[src/rtl/uart_pkg.sv]
// Shared types and defaults for the UART transmit arbiter.
// Latency: none (declarations only).
// Backpressure: not applicable.
package uart_pkg;

    // Arbiter lock state: no owner, or exactly one owner holding the lock.
    typedef enum logic {
        ST_IDLE   = 1'b0,
        ST_LOCKED = 1'b1
    } arb_state_t;

    localparam int UART_N_REQ_DEF        = 4;
    localparam int UART_IDLE_TIMEOUT_DEF = 1024;

endpackage

[src/rtl/uart_tx_arbiter_if.sv]
// Requester-side and transmitter-side byte handshakes of the UART arbiter.
// Latency: none (wires only).
// Backpressure: valid/ready on both the requester and transmitter sides.
interface uart_tx_arbiter_if #(
    parameter int N_REQ = uart_pkg::UART_N_REQ_DEF
);
    logic [N_REQ-1:0][7:0] i_req_data;
    logic [N_REQ-1:0]      i_req_valid;
    logic [N_REQ-1:0]      i_req_last;
    logic [N_REQ-1:0]      o_req_ready;
    logic [7:0]            o_tx_data;
    logic                  o_tx_valid;
    logic                  i_tx_ready;
    logic [N_REQ-1:0]      o_grant;
    logic                  o_abort;

    // Arbiter side.
    modport slave (
        input  i_req_data, i_req_valid, i_req_last, i_tx_ready,
        output o_req_ready, o_tx_data, o_tx_valid, o_grant, o_abort
    );

    // Requesters plus transmitter side.
    modport master (
        output i_req_data, i_req_valid, i_req_last, i_tx_ready,
        input  o_req_ready, o_tx_data, o_tx_valid, o_grant, o_abort
    );
endinterface

[src/rtl/uart_rr_pick.sv]
// Round-robin picker: one-hot winner, searching upward from the slot after i_ptr.
// Latency: combinational.
// Backpressure: none; the caller decides when the pick is used.
module uart_rr_pick #(
    parameter int N_REQ = 4,
    parameter int PW    = $clog2(N_REQ)
) (
    input  logic [N_REQ-1:0] i_req,
    input  logic [PW-1:0]    i_ptr,
    output logic [N_REQ-1:0] o_win
);

    logic [PW-1:0] w_idx;
    logic          w_found;

    // Walk ptr+1 .. ptr+N_REQ (wrapping) and take the first active request.
    always_comb begin
        o_win   = '0;
        w_found = 1'b0;
        w_idx   = '0;
        for (int k = 1; k <= N_REQ; k++) begin
            w_idx = PW'((int'(i_ptr) + k) % N_REQ);
            if (!w_found && i_req[w_idx]) begin
                o_win[w_idx] = 1'b1;
                w_found      = 1'b1;
            end
        end
    end

endmodule

[src/rtl/uart_tx_arbiter.sv]
// Message-locked round-robin arbiter feeding one UART transmitter through a 1-byte buffer.
// Latency: grant one cycle after request; an accepted byte appears on o_tx_data next cycle.
// Backpressure: owner ready only while the buffer is empty; the buffer holds until i_tx_ready.
module uart_tx_arbiter
    import uart_pkg::*;
#(
    parameter int N_REQ        = UART_N_REQ_DEF,
    parameter int IDLE_TIMEOUT = UART_IDLE_TIMEOUT_DEF
) (
    input logic                i_clk,
    input logic                i_rst_n,
    uart_tx_arbiter_if.slave   bus
);

    localparam int PW = $clog2(N_REQ);
    localparam int SW = $clog2(IDLE_TIMEOUT + 1);

    arb_state_t       r_state;
    logic [PW-1:0]    r_ptr;
    logic [PW-1:0]    r_owner;
    logic [N_REQ-1:0] r_grant;
    logic [SW-1:0]    r_stall;
    logic             r_abort;
    logic             r_buf_full;
    logic [7:0]       r_buf_data;

    logic [N_REQ-1:0] w_win;
    logic [PW-1:0]    w_win_idx;
    logic [N_REQ-1:0] w_ready;
    logic             w_owner_vld;
    logic             w_owner_last;
    logic [7:0]       w_owner_dat;
    logic             w_up;
    logic             w_dn;

    uart_rr_pick #(
        .N_REQ (N_REQ),
        .PW    (PW)
    ) u_pick (
        .i_req (bus.i_req_valid),
        .i_ptr (r_ptr),
        .o_win (w_win)
    );

    // Index of the one-hot winner, stored so the owner's lanes can be muxed directly.
    always_comb begin
        w_win_idx = '0;
        for (int i = 0; i < N_REQ; i++) begin
            if (w_win[i]) begin
                w_win_idx = PW'(i);
            end
        end
    end

    assign w_owner_vld  = bus.i_req_valid[r_owner];
    assign w_owner_last = bus.i_req_last[r_owner];
    assign w_owner_dat  = bus.i_req_data[r_owner];

    // Ready depends on the buffer being empty, so fill and drain never share a cycle.
    assign w_ready = (r_state == ST_LOCKED && !r_buf_full) ? r_grant : '0;
    assign w_up    = (r_state == ST_LOCKED) && !r_buf_full && w_owner_vld;
    assign w_dn    = r_buf_full && bus.i_tx_ready;

    // Lock FSM: arbitrate in IDLE, release on last byte or on stall timeout.
    always_ff @(posedge i_clk or negedge i_rst_n) begin
        if (!i_rst_n) begin
            r_state <= ST_IDLE;
            r_ptr   <= PW'(N_REQ - 1);
            r_owner <= '0;
            r_grant <= '0;
            r_stall <= '0;
            r_abort <= 1'b0;
        end else begin
            r_abort <= 1'b0;
            case (r_state)
                ST_IDLE: begin
                    if (|bus.i_req_valid) begin
                        r_state <= ST_LOCKED;
                        r_grant <= w_win;
                        r_owner <= w_win_idx;
                        r_stall <= '0;
                    end
                end
                ST_LOCKED: begin
                    if (w_up && w_owner_last) begin
                        r_state <= ST_IDLE;
                        r_ptr   <= r_owner;
                        r_grant <= '0;
                        r_stall <= '0;
                    end else if (w_owner_vld) begin
                        r_stall <= '0;
                    end else if (r_stall == SW'(IDLE_TIMEOUT - 1)) begin
                        // This idle cycle is number IDLE_TIMEOUT: revoke the lock.
                        r_state <= ST_IDLE;
                        r_ptr   <= r_owner;
                        r_grant <= '0;
                        r_stall <= '0;
                        r_abort <= 1'b1;
                    end else begin
                        r_stall <= r_stall + SW'(1);
                    end
                end
                default: begin
                    r_state <= ST_IDLE;
                    r_grant <= '0;
                end
            endcase
        end
    end

    // Single output byte buffer: filled by the owner, drained by the transmitter.
    always_ff @(posedge i_clk or negedge i_rst_n) begin
        if (!i_rst_n) begin
            r_buf_full <= 1'b0;
            r_buf_data <= '0;
        end else if (w_up) begin
            r_buf_full <= 1'b1;
            r_buf_data <= w_owner_dat;
        end else if (w_dn) begin
            r_buf_full <= 1'b0;
        end
    end

    assign bus.o_req_ready = w_ready;
    assign bus.o_tx_valid  = r_buf_full;
    assign bus.o_tx_data   = r_buf_data;
    assign bus.o_grant     = r_grant;
    assign bus.o_abort     = r_abort;

endmodule

[src/flat_wrapper.sv]
// flat-port wrapper written by rule: the top's interface ports become plain ports
module uart_tx_arbiter_flat import uart_pkg::*;
#(
    parameter int N_REQ        = UART_N_REQ_DEF,
    parameter int IDLE_TIMEOUT = UART_IDLE_TIMEOUT_DEF
)
  (i_clk, i_rst_n, bus_i_req_data, bus_i_req_valid, bus_i_req_last, bus_i_tx_ready, bus_o_req_ready, bus_o_tx_data, bus_o_tx_valid, bus_o_grant, bus_o_abort);
  uart_tx_arbiter_if #(.N_REQ(N_REQ)) bus_i ();
  input logic i_clk;
  input logic i_rst_n;
  input wire logic [$bits(bus_i.i_req_data)-1:0] bus_i_req_data;
  input wire logic [$bits(bus_i.i_req_valid)-1:0] bus_i_req_valid;
  input wire logic [$bits(bus_i.i_req_last)-1:0] bus_i_req_last;
  input wire logic [$bits(bus_i.i_tx_ready)-1:0] bus_i_tx_ready;
  output wire logic [$bits(bus_i.o_req_ready)-1:0] bus_o_req_ready;
  output wire logic [$bits(bus_i.o_tx_data)-1:0] bus_o_tx_data;
  output wire logic [$bits(bus_i.o_tx_valid)-1:0] bus_o_tx_valid;
  output wire logic [$bits(bus_i.o_grant)-1:0] bus_o_grant;
  output wire logic [$bits(bus_i.o_abort)-1:0] bus_o_abort;
  assign bus_i.i_req_data = bus_i_req_data;
  assign bus_i.i_req_valid = bus_i_req_valid;
  assign bus_i.i_req_last = bus_i_req_last;
  assign bus_i.i_tx_ready = bus_i_tx_ready;
  assign bus_o_req_ready = bus_i.o_req_ready;
  assign bus_o_tx_data = bus_i.o_tx_data;
  assign bus_o_tx_valid = bus_i.o_tx_valid;
  assign bus_o_grant = bus_i.o_grant;
  assign bus_o_abort = bus_i.o_abort;
  uart_tx_arbiter #(.N_REQ(N_REQ), .IDLE_TIMEOUT(IDLE_TIMEOUT)) u_core (.i_clk(i_clk), .i_rst_n(i_rst_n), .bus(bus_i));
endmodule
[config.mk]
export PLATFORM = sky130hd
export DESIGN_NAME = uart_tx_arbiter_flat
export DESIGN_NICKNAME = d
export VERILOG_FILES = /design/src/rtl/uart_pkg.sv /design/src/rtl/uart_tx_arbiter_if.sv /design/src/rtl/uart_rr_pick.sv /design/src/rtl/uart_tx_arbiter.sv /design/src/flat_wrapper.sv
export SDC_FILE = /design/constraint.sdc
export NUM_CORES = 1
export LEC_CHECK = 0
export BUFFER_PORTS_ARGS = -buffer_cell sky130_fd_sc_hd__buf_2
export CORE_ASPECT_RATIO = 1.1
export CORE_MARGIN = 2
export CORE_UTILIZATION = 35
export CTS_CLUSTER_DIAMETER = 100
export DETAILED_ROUTE_END_ITERATION = 7
export HOLD_SLACK_MARGIN = 0.15
export PLACE_DENSITY_LB_ADDON = 0.05
export SYNTH_ARGS = -nofsm -noshare
export SYNTH_HDL_FRONTEND = slang
export SYNTH_HIERARCHICAL = 1
export SYNTH_SLANG_ARGS = --single-unit
[constraint.sdc]
create_clock -name i_clk -period 4.2 [get_ports i_clk]
set_clock_uncertainty 0.1 [all_clocks]
set_input_delay 0.84 -clock i_clk [delete_from_list [all_inputs] [get_ports i_clk]]
set_output_delay 0.84 -clock i_clk [all_outputs]
set_load 0.01 [all_outputs]
Word-level counts from Yosys, hierarchy flattened. Index checks and enable logic that the tools add are counted.

Word-level logic and storage cells: 109. Output and inout port bits: 18. Register bits after elaboration: 30.

Bitwise gates (word level): 4. Order comparisons: 9. Reductions and logical operators: 21. Muxes and demuxes: 57. $add $sub $neg: 5. Eq/ne operators: 5.

Operators by type and width (count): 11-bit two-way mux (4); 4-bit two-way mux (9); 1-bit two-way mux (24); 11-bit case mux with 2 select lines (1); 8-bit binary-select mux with 2-bit select (1); 2-bit by 3-bit < comparator with 1-bit output, second input constant (5); 1-bit binary-select mux with 2-bit select (6); 4-bit OR (3); 11-bit by 1-bit adder with 11-bit output, second input constant (1); 11-bit by 10-bit equality test with 1-bit output, second input constant (1); 1-bit logical AND (11); 2-bit two-way mux (5); 1-bit demux with 2-bit select (4); 2-bit by 1-bit >= comparator with 1-bit output, second input constant (4); 8-bit two-way mux (1); 4-bit case mux with 2 select lines (1); 3-bit inequality test, second input constant (2); 3-bit AND reduction (2); 2-bit by 1-bit adder with 2-bit output, second input constant (2); 2-bit adder, second input constant (2); 1-bit logical NOT (4); 2-bit nonzero test (2); 4-bit OR reduction (1); 2-bit by 1-bit inequality test with 1-bit output, second input constant (1); 4 further kinds (4).

Depth between registers and ports, before layout. Gate-level depths: netlist (run 1).

Depth after elaboration: 16. Depth in mapped cells: 10.

Cells and area by module. The synthesis (run 1) kept the hierarchy.

Modules (own cells, without submodules): uart_tx_arbiter (cells each 138, area each 1599.0 um^2, times used 1); uart_rr_pick (cells each 38, area each 357.8 um^2, times used 1).

Worst setup path after synthesis (run 1). Ideal clock, no wire load.

Path type: register -> register. Start point: register u_core.r_ptr[0]. End point: register u_core.r_owner[0]. Data arrival time: 2368 ps. Setup time: 136 ps. Cell stages (with the launch flop): 10. Path buffers: 0. Setup slack: 1596 ps. Period minus slack after synthesis: 2604 ps. Required time: 3964 ps. Cells stage by stage: dfstp_2 > inv_1 > ha_1 > mux4_1 > nor4b_4 > nand2_1 > o211ai_1 > inv_1 > a21oi_1 > a21oi_1.

RTL lines: start, declared (RTL line uart_tx_arbiter.sv:19) `logic [PW-1:0] r_ptr;`; start signal, assigned (RTL line uart_tx_arbiter.sv:68) `r_ptr <= PW'(N_REQ - 1);`; start signal, assigned (RTL line uart_tx_arbiter.sv:87) `r_ptr <= r_owner;`; start signal, assigned (RTL line uart_tx_arbiter.sv:95) `r_ptr <= r_owner;`; branches (longest 12 deep; another with 2-bit by 3-bit < comparator with 1-bit output); 4-bit two-way mux (*) (RTL line uart_rr_pick.sv:23) `if (!w_found && i_req[w_idx]) begin`; net u_core.w_win[2] (RTL line uart_tx_arbiter.sv:27) `logic [N_REQ-1:0] w_win;`; 2-bit two-way mux (*) (2 in a row) (RTL line uart_tx_arbiter.sv:49) `if (w_win[i]) begin`; end signal, assigned (RTL line uart_tx_arbiter.sv:80) `r_owner <= w_win_idx;`; end, declared (RTL line uart_tx_arbiter.sv:20) `logic [PW-1:0] r_owner;`.

Mark *: on every way through the listed nets, which the timed path passes. The select of a mux whose other input is x is not followed. A chain may end at the register's enable or synchronous reset.

Worst setup path after layout (run 1). Ends and elaborated chain as after synthesis.

==> results of run 1 <==
==> per-stage QoR <==
| step | setup slack (ps) | instances |
|---|---|---|
| 2_1_floorplan | 1600 | 176 |
| 3_3_place_gp | 1410 | 305 |
| 3_5_place_dp | 1370 | 305 |
| 4_1_cts | 1370 | 313 |
| 5_1_grt | 1200 | 313 |
| 6_report | 1400 | 313 |
==> state kept, by name, indices dropped and copies added, names as in the netlist <==
register	cells
u_core/r_state	1
u_core/bus.o_abort	1
u_core/bus.o_tx_valid	1
u_core/bus.o_grant	4
u_core/r_ptr	2
u_core/r_owner	2
u_core/bus.o_tx_data	8
u_core/r_stall	11
==> power groups by stage <==
| stage | Combinational [mW] | Clock [mW] | Sequential (mW) |
|---|---|---|---|
| after CTS | 0.820 | 0.253 | 0.533 |
| after detailed placement | 0.819 | 0 | 0.536 |
| after floorplan | 0.643 | 0 | 0.506 |
| after global placement | 0.822 | 0 | 0.537 |
| final | 0.808 | 0.244 | 0.528 |
| after global routing | 0.901 | 0.265 | 0.554 |
==> cell usage in the layout (no fill, tap or decap), types with 2 or more instances in the layout <==
cell type  Yosys  layout
mux4_2        12      12
and4_1         3       3
mux2_2         8       8
nand2b_1       2       2
o21ai_0        8       8
o22ai_1        2       2
nor2b_1        3       3
o211ai_1       4       4
inv_1         12      12
mux2_1         2       2
clkbuf_8       0       6
nor3b_1        4       4
nor3_1         2       2
or3_1          2       2
and2_1         4       4
dfrtp_1       28      28
ha_1           9       9
nand2_1       18      18
buf_2          2      60
nor2_1         7       7
a21oi_1       10      10
nand4_1        2       2
mux4_1         2       2
a31oi_1        6       6
dfstp_2        2       2
nand3_1        5       5
==> layout make-up <==
| type | instances | share of cell area (%) |
|---|---|---|
| Clock buffer | 6 | 3.42 |
| Tap cell | 75 | 3.89 |
| Multi-Input combinational cell | 128 | 46.7 |
| Clock inverter | 2 | 0.518 |
| Sequential cell | 30 | 31.2 |
| Inverter | 12 | 1.87 |
| Timing Repair Buffer | 60 | 12.4 |
==> worst max path at each step <==
stage	startpoint	end	slack, ps	cells after the start
after floorplan	u_core/r_ptr[0]	u_core/r_owner[0]	1600	9
after global routing	u_core/r_ptr[0]	u_core/r_owner[0]	1200	9
final	u_core/r_ptr[0]	u_core/r_owner[0]	1400	9
after detailed placement	u_core/r_ptr[0]	u_core/r_owner[0]	1370	9
after CTS	u_core/r_ptr[0]	u_core/r_owner[0]	1370	9
after global placement	u_core/r_ptr[0]	u_core/r_owner[0]	1410	9
==> logic make-up after synthesis <==
group | share of synthesized area [%]
muxes | 22.3
xor gates and xnor gates | 0.448
buffers and inverters | 3.96
and+or+nand+nor | 17.3
DFF | 38.5
adders and majority gates | 5.75
AOI/OAI and AO/OA | 11.8
==> metal layers <==
layer	vias up	wire length (um)	track usage (%)
li1	775	-	-
met1	758	1970	20.4
met2	40	2050	23.7
met3	5	202	4.25
met4	0	57	5.26
met5	-	0	0
==> synthesized netlist by cell type (4+ instances only) <==
cell type,number
dfrtp_1,28
nand2_1,18
inv_1,12
mux4_2,12
a21oi_1,10
ha_1,9
mux2_2,8
o21ai_0,8
nor2_1,7
a31oi_1,6
nand3_1,5
and2_1,4
nor3b_1,4
o211ai_1,4
==> worst max-delay path: stages, from the launching register on <==
cell and delay, ps:
dfstp_2 650, inv_1 130, ha_1 330, mux4_1 630
nor4b_4 310, nand2_1 90, o211ai_1 110, inv_1 80
a21oi_1 160, a21oi_1 80
==> key figures, run 1 <==
Drt
  • DRT antenna net count: 0
  • Detailed Routing Iterations Pass 1: 4
  • Drt total wl: 4.28 mm
  • Routed wire per std cell: 13.7 um
  • Drt via density: 5.04
  • DRC: 0
  • Total number of vias: 1578
  • Iteration-0 DRC Markers: 87

Setup path
  • R2r endpoint: u_core/r_owner[0]
  • Crit path arrival time: 2850 ps
  • Endpoint class of the critical path: flop
  • Worst R2R Setup Slack: 1400 ps
  • WS Path Type: reg -> reg
  • RR Startpoint: u_core/r_ptr[0]
  • Crit-path max FO: 10
  • WP data required: 4250 ps
  • R2r worst-path depth: 9
  • Startpoint types: flop

Synth
  • Syn nets: 228
  • Synthesized instance count: around 180
  • Async S/R FF share, synth: 100%
  • Post-Syn Area: 1960 um2
  • Yosys top cell area share: between 30% and 40%
  • Syn Area/Cell: 11.1 um2
  • EDFF count, synth: 0
  • Synthesized flop and latch total: 30
  • Largest cells by area after synthesis: dfrtp_1 36%, mux4_2 14%, ha_1 5.8%
  • Main synth FF type: dfrtp_1
  • Ys Warns: 6
  • Synth area leader: dfrtp_1
  • Synth cell types: 40
  • Seq/Total Area, Yosys: around two fifths

STA
  • Final Setup Violations: 0
  • Final worst path period share: 66.8%
  • Relative slew slack: 51.0%
  • Tmin final: 2800 ps
  • Final slew viol count: 0
  • Final Hold Vio Count: 0
  • Worst hold margin: 398 ps
  • Max Fclk: between 300 and 400 MHz
  • Setup TNS Final: 0 ps
  • Actual slew at the worst max-slew pin: 734 ps
  • RSZ-0062 raised after global routing: false

Clocking
  • Post-CTS resize count: 0
  • H-tree depth: 2
  • Clock slew at reported path FFs: roughly 60 ps
  • Root Driver: clkbuf_8
  • CTS tree: yes
  • # Post-CTS Setup Buffers: 0
  • Skew-Pair Late Insertion Delay: 280 ps
  • Hold Buf Count CTS: 0
  • CTS Sinks: 30
  • Clock buffer depth: 2
  • Cts bufs inserted: 5

Flow run
  • Maxcap violations: 0

Hold path
  • Hold Path Cell Cnt: 1
  • Worst hold path type: reg -> reg
  • Startpoint of the worst hold path: u_core/r_stall[10]
  • Hold Crit Endpoint: u_core/r_stall[10]

Floorplan
  • Die height: 82.4 um
  • Initial Utilization: 36.3%
  • I/O pin count: 61
  • Die ar.: just over 6000 um2
  • Core area: 5400 um2
  • Rows: 28
  • Die Width: 75.3 um

Power
  • Pleak: ~1.1 nW
  • Clock power frac: 15.4%
  • Peak VDD IR: 284 uV
  • Sw Pwr: 0.643 mW
  • Total power: approximately 1.6 mW
  • Int Pwr: 0.937 mW
  • Seq pwr share: around a third
  • Combinational power share: between 50% and 60%
  • Pwr dens: 655 nW/um2
  • Switch share: 40.7%

Global route
  • First-pass GRT wire length: a little over 7 mm
  • Congestion Overflow GR: 0
  • Largest net degree at the start of global routing: 31
  • Vias in the first global route: 1486
  • Overall routing resource usage: 15.2%
  • Initial antenna violation count: 0

Final layout
  • Area grow syn2layout: 23.3%
  • Share of layout cells above drive strength 1: 40.3%
  • Flip-flop and latch area: 753 um2
  • Diode count: 0
  • Fin area: 2410 um2
  • Fin nets: 289
  • Fillers: between 500 and 600
  • Post-layout util: 44.7%
  • Multi-input logic area: 1130 um2

Place
  • Placed cell area: 2320 um2
  • Placer Congestion: 0.710
  • IO buf count: 60
  • HPWL Detailed: 3.23 mm

Outcome
  • Status: finished clean
(Power assumes the default switching activity.)
==> run 2: changes to the inputs <==
- clock period: 4.2 -> 2.38 ns (I/O delays scaled with it)
==> run 2 against run 1 <==
The flow now finishes with violations (negative setup slack). Critical path depth stayed put. Non-clock buffer count is 15 higher. Clock power rose by 77%. Utilization increased by 2.4 points. Via count increased by 4.9%. Count of clock-buffer cells in the layout up 1. Sequential share of layout area decreased by 1.6 points. Register-to-register slack got worse by 1500 ps. Sequential cell count did not move. Critical endpoint unchanged.
==> key figures, run 2 (synthesis results as in run 1) <==
Outcome
  • Status: finished with violations
  • Violated checks: negative setup slack

Clocking
  • Root Driver: clkbuf_8
  • Clock slew at reported path FFs: 70 ps (about the same)
  • CTS tree: yes
  • Cts bufs inserted: 5 (unchanged)
  • Skew-Pair Late Insertion Delay: 280 ps (about the same)
  • Clock buffer depth: 2 (unchanged)
  • Hold Buf Count CTS: 0 (unchanged)
  • H-tree depth: 2 (unchanged)
  • CTS Sinks: 30 (unchanged)

Drt
  • Drt via density: 5.05 (+0.14%)
  • Routed wire per std cell: 14.5 um (+5.9%)
  • Drt total wl: 4.75 mm (+11%)
  • Detailed Routing Iterations Pass 1: 4 (unchanged)
  • Total number of vias: 1656 (+4.9%)
  • Iteration-0 DRC Markers: 70 (-20%)
  • DRC: 0 (unchanged)
  • DRT antenna net count: 0 (unchanged)

Setup path
  • Crit-path max FO: 3 (-7)
  • WS Path Type: reg -> reg
  • WP data required: 2480 ps (-1770 ps)
  • Endpoint class of the critical path: flop
  • Crit path arrival time: 2540 ps (-310 ps)
  • Startpoint types: flop
  • Worst R2R Setup Slack: -60 ps (-1450 ps)

STA
  • Worst hold margin: 142 ps (-255 ps)
  • Max Fclk: 410 MHz (+15%)
  • Final worst path period share: 102% (+36 points)
  • Final WS setup: -56.8 ps (-1450 ps)
  • Relative slew slack: 53.3% (+2.3 points)
  • Actual slew at the worst max-slew pin: 700 ps (-33.4 ps)
  • Tmin final: 2440 ps (-367 ps)
  • Final Hold Vio Count: 0 (unchanged)
  • Final Setup Violations: 3 (+3)
  • RSZ-0062 raised after global routing: true
  • Final slew viol count: 0 (unchanged)

Final layout
  • Max reg flops: 11 (unchanged)
  • Area grow syn2layout: 30.0%
  • Post-layout util: 47.1% (+2.4 points)
  • Share of layout cells above drive strength 1: 46.2% (+5.9 points)
  • Most common cell after layout, fill and taps aside: buf_2
  • Top reg by flops: u_core/r_stall
  • Non-filler cells, final: 328 (+4.8%)
  • Commonest non-fill, non-tap cells in the layout: 60 x buf_2, 28 x dfrtp_1, 17 x nand2_1
  • Diode count: 0 (unchanged)
  • Fin nets: 304 (+5.2%)

Power
  • Int Pwr: 1.83 mW (+95%)
  • Clock power frac: 14.1% (-1.3 points)
  • Pleak: 1.17 nW (+6.3%)
  • Combinational power share: 59.2% (+8.0 points)
  • Pwr dens: 1200 nW/um2 (+83%)
  • Seq pwr share: 26.7% (-6.7 points)
  • Peak VDD IR: 560 uV (+98%)
  • Switch share: 39.9% (-0.75 points)
  • Sw Pwr: 1.22 mW (+89%)

Global route
  • Overall routing resource usage: 16.9% (+1.6 points)
  • Largest net degree at the start of global routing: 31 (unchanged)
  • Initial antenna violation count: 0 (unchanged)
  • First-pass GRT wire length: 7.82 mm (+11%)
  • Congestion Overflow GR: 0 (unchanged)
  • Vias in the first global route: 1627 (+9.5%)

Floorplan
  • I/O pin count: 61 (unchanged)
  • Initial Utilization: 36.3% (unchanged)
  • Die height: 82.4 um (unchanged)
  • Rows: 28 (unchanged)
  • Core area: 5400 um2 (unchanged)
  • Die ar.: 6210 um2 (unchanged)
  • Die Width: 75.3 um (unchanged)

Place
  • Placed instance count: 316 (+3.6%)
  • Placer Congestion: 0.785 (+11%)
  • IO buf count: 60 (unchanged)
  • HPWL Detailed: 3.59 mm (+11%)

Hold path
  • Worst hold path type: in -> async

Flow run
  • Maxcap violations: 0 (unchanged)
[run 2: changes by cell type in the layout (fill, tap and decap cells not counted), sizes merged]
cell and change:
buf +15, clkbuf +1, clkinvlp -1
[run 2: layout make-up]
class                      count  area (um2)
multi-input combinational    128        1150
fill                         545        2850
clock buffer                   7        86.3
timing repair buffer          75         413
sequential                    30         753
tap                           75        93.8
inverter                      12        45.0
clock inverter                 1        5.00
[run 2: what timing repair did]
action | in CTS | in global routing
pin swaps | 4 | 7
hold endpoints to repair | 0 | 0
gates resized for setup | 1 | 3
setup endpoints to repair | 3 | 6
buffers inserted | 2 | 2
[run 2: critical path: stages, from the launching register on]
cell and delay (ps):
dfstp_2 540, inv_2 50, ha_4 260, mux4_2 540, nor4b_4 310, buf_4 160, nand2_1 50, o211ai_1 130
a21oi_2 90, a21oi_1 140
[run 2: final timing paths]
kind | start | to | cells after the start
worst min register to register | u_core/r_stall[10] | u_core/r_stall[10] | 1
min in group i_clk | bus_i_tx_ready | u_core/bus.o_tx_valid | 2
worst max-delay path | u_core/r_ptr[1] | u_core/r_owner[0] | 9
worst min-delay path | i_rst_n | u_core/r_stall[3] | 1
worst max register to register | u_core/r_ptr[1] | u_core/r_owner[0] | 9
max in group asynchronous | i_rst_n | u_core/bus.o_tx_data[5] | 1
[run 2: layer usage]
metal  part of all wire [%]  track usage, %  up-vias  wire length, um
li1                       -               -      803                -
met1                     44            22.5      801             2110
met2                     49            26.9       48             2340
met3                    5.6            4.25        4              264
met4                   0.70            5.26        0               33
met5                      0               0        -                0
[run 2: power groups by stage]
stage	clock, mW	combinational, mW	sequential (mW)
6_report	0.431	1.80	0.814
5_1_grt	0.475	2.00	0.843
4_1_cts	0.441	1.76	0.815
3_5_place_dp	0	1.72	0.822
3_3_place_gp	0	1.68	0.818
2_1_floorplan	0	1.16	0.894
[run 2: stage by stage]
step	setup slack [ps]	area (um2)	TNS, ps	power (mW)
after floorplan	-122	1970	-144	2.06
after global placement	-6.72	2410	-6.72	2.50
after detailed placement	-74.2	2410	-81.1	2.54
after CTS	-46.4	2520	-46.4	3.01
after global routing	-205	2540	-894	3.32
final	-56.8	2540	-129	3.05
==> run 3: changes to the inputs <==
- CORE_MARGIN: 2 -> 1
- RECOVER_POWER: unset -> 50
- clock period: 2.38 -> 2.15 ns (I/O delays scaled with it)
==> run 3 against run 2 <==
The flow still finishes with violations (negative setup slack). Sequential power rose by 12%. Clock power rose by 33%. Combinational power rose by 9%. First-iteration DRC count fell by 11%. Register-to-register slack got worse by 150 ps. Largest power group unchanged. Utilization rose by 0.21 points. Maximum frequency rose by 3.3%. Setup slack got worse by 150 ps. Die area fell by 5.0%. Wire length fell by 0.70%. Critical path depth did not move.
==> key figures, run 3 (synthesis results as in run 1) <==
Place
  • Place WS: -291 ps (-217 ps)
  • HPWL Detailed: 3.65 mm (+1.7%)
  • Placed instance count: 320 (+1.3%)
  • IO buf count: 60 (unchanged)
  • Placer Congestion: 0.789 (+0.42%)
  • Placed cell area: 2440 um2 (+1.2%)

Setup path
  • R2r worst-path depth: 9 (unchanged)
  • Startpoint types: flop
  • Worst R2R Setup Slack: -210 ps (-150 ps)
  • WP data required: 2210 ps (-270 ps)
  • R2r endpoint: u_core/r_owner[0]
  • RR Startpoint: u_core/r_ptr[1]
  • Crit-path max FO: 2 (-1)
  • Crit path arrival time: 2420 ps (-120 ps)
  • Endpoint class of the critical path: flop
  • WS Path Type: reg -> reg

Power
  • Combinational power share: 57.0% (-2.2 points)
  • Peak VDD IR: 728 uV (+30%)
  • Switch share: 39.5% (-0.48 points)
  • Pleak: 1.14 nW (-2.4%)
  • Pwr dens: 1350 nW/um2 (+12%)
  • Sw Pwr: 1.36 mW (+12%)
  • Clock power frac: 16.6% (+2.5 points)
  • Int Pwr: 2.08 mW (+14%)
  • Seq pwr share: 26.4% (-0.3 points)

Final layout
  • Commonest non-fill, non-tap cells in the layout: 45 x buf_2, 28 x dfrtp_1, 17 x nand2_1
  • Fin area: 2550 um2 (+0.44%)
  • Most common cell after layout, fill and taps aside: buf_2
  • Fin nets: 306 (+0.66%)
  • Top reg by flops: u_core/r_stall
  • Diode count: 0 (unchanged)
  • Area grow syn2layout: 30.6%
  • Share of layout cells above drive strength 1: 40.8% (-5.5 points)
  • Max reg flops: 11 (unchanged)
  • Non-filler cells, final: 330 (+0.61%)

Global route
  • Vias in the first global route: 1643 (+0.98%)
  • Congestion Overflow GR: 0 (unchanged)
  • Initial antenna violation count: 0 (unchanged)
  • Largest net degree at the start of global routing: 31 (unchanged)
  • Overall routing resource usage: 17.5% (+0.61 points)
  • First-pass GRT wire length: 7.66 mm (-2.1%)

Drt
  • Detailed Routing Iterations Pass 1: 4 (unchanged)
  • Iteration-0 DRC Markers: 62 (-11%)
  • Met2 WL: 2.47 mm (+5.4%)
  • Total number of vias: 1679 (+1.4%)
  • DRT antenna net count: 0 (unchanged)
  • Max Used Layer: met4
  • M1 WL: 1.97 mm (-6.5%)
  • Drt total wl: 4.71 mm (-0.70%)
  • DRC: 0 (unchanged)
  • Drt via density: 5.09 (+0.77%)
  • Routed wire per std cell: 14.3 um (-1.3%)
  • WL met3: 227 um (-14%)

Floorplan
  • Die height: 80.4 um (-2.4%)
  • Core area: 5400 um2 (unchanged)
  • Initial Utilization: 36.3% (unchanged)
  • Die ar.: 5890 um2 (-5.0%)
  • I/O pin count: 61 (unchanged)
  • Rows: 28 (unchanged)
  • Die Width: 73.3 um (-2.7%)

STA
  • Final Hold Vio Count: 0 (unchanged)
  • Final WS setup: -210 ps (-153 ps)
  • Actual slew at the worst max-slew pin: 783 ps (+83.1 ps)
  • Relative slew slack: 47.8% (-5.5 points)
  • Final worst path period share: 110% (+7.4 points)
  • Tmin final: 2360 ps (-77.0 ps)
  • RSZ-0062 raised after global routing: true
  • Worst hold margin: 216 ps (+73.6 ps)
  • Final Setup Violations: 6 (+3)
  • Max Fclk: 424 MHz (+3.3%)
  • Final slew viol count: 0 (unchanged)

Clocking
  • Clock slew at reported path FFs: 70 ps (about the same)
  • Root Driver: clkbuf_8
  • CTS Sinks: 30 (unchanged)
  • Cts bufs inserted: 5 (unchanged)
  • H-tree depth: 2 (unchanged)
  • Clock buffer depth: 2 (unchanged)
  • Skew-Pair Late Insertion Delay: 280 ps (about the same)
  • CTS tree: yes

Outcome
  • Violated checks: negative setup slack
  • Status: finished with violations

Hold path
  • Startpoint of the worst hold path: bus_i_tx_ready
  • Worst hold path type: in -> reg
  • Hold Crit Endpoint: u_core/bus.o_tx_valid
  • Hold Path Cell Cnt: 2

Flow run
  • Maxcap violations: 0 (unchanged)
==> run 3: changes by cell type in the layout (fill, tap and decap cells not counted), moves of 3 or more <==
cell / delta
buf_2: -15
clkbuf_1: +13
o21ai_0: -3
o21ai_1: +3
==> run 3: final cells by class <==
type	count	area (um2)
multi-input combinational	128	1140
timing repair buffer	77	413
tap	75	93.8
inverter	12	45.0
sequential	30	753
clock inverter	3	40.0
fill	570	2840
clock buffer	5	68.8
==> run 3: worst max path at each step <==
stage                               start           endpoint  slack (ps)  cells past startpoint
after floorplan           u_core/r_ptr[0]  u_core/r_owner[0]        -350                      9
after global placement    u_core/r_ptr[1]  u_core/r_owner[0]        -230                      9
after detailed placement  u_core/r_ptr[1]  u_core/r_owner[0]        -290                      9
after CTS                 u_core/r_ptr[0]  u_core/r_owner[0]        -220                      9
after global routing      u_core/r_ptr[0]  u_core/r_owner[0]        -330                      9
final                     u_core/r_ptr[1]  u_core/r_owner[0]        -210                      9
==> run 3: power groups by stage <==
stage | clock network [mW] | logic, mW | registers (mW)
2_1_floorplan | 0 | 1.29 | 0.990
3_3_place_gp | 0 | 1.93 | 0.905
3_5_place_dp | 0 | 1.98 | 0.915
4_1_cts | 0.589 | 2.02 | 0.909
5_1_grt | 0.612 | 2.18 | 0.936
6_report | 0.572 | 1.96 | 0.909
==> run 3: layer usage <==
| metal | global-route usage, % | up-vias |
|---|---|---|
| li1 | - | 809 |
| met1 | 21.9 | 818 |
| met2 | 30.0 | 48 |
| met3 | 3.76 | 4 |
| met4 | 5.19 | 0 |
| met5 | 0 | - |
==> run 3: per-stage QoR <==
stage                     setup TNS [ps]  utilization [%]  power [mW]
after floorplan                    -1310                -        2.28
final                               -874             47.4        3.44
after CTS                           -929             47.7        3.52
after global routing               -1690             47.4        3.73
after detailed placement           -1260             45.2        2.90
after global placement             -1010             45.2        2.84
==> run 3: worst max-delay path, stage by stage, from the launching register on <==
cell	delay (ps)
dfstp_2	540
inv_2	50
ha_4	270
mux4_2	530
nor4b_4	240
nand2_1	90
o211ai_1	110
inv_1	110
a21oi_2	140
a21oi_1	60
==> run 3: repair_timing <==
action,in CTS,in global routing
hold buffers,1,0
pin swaps,4,0
resized for setup,3,0
endpoints found under the hold margin,28,0
setup endpoints to repair,6,6
buffers inserted,1,0
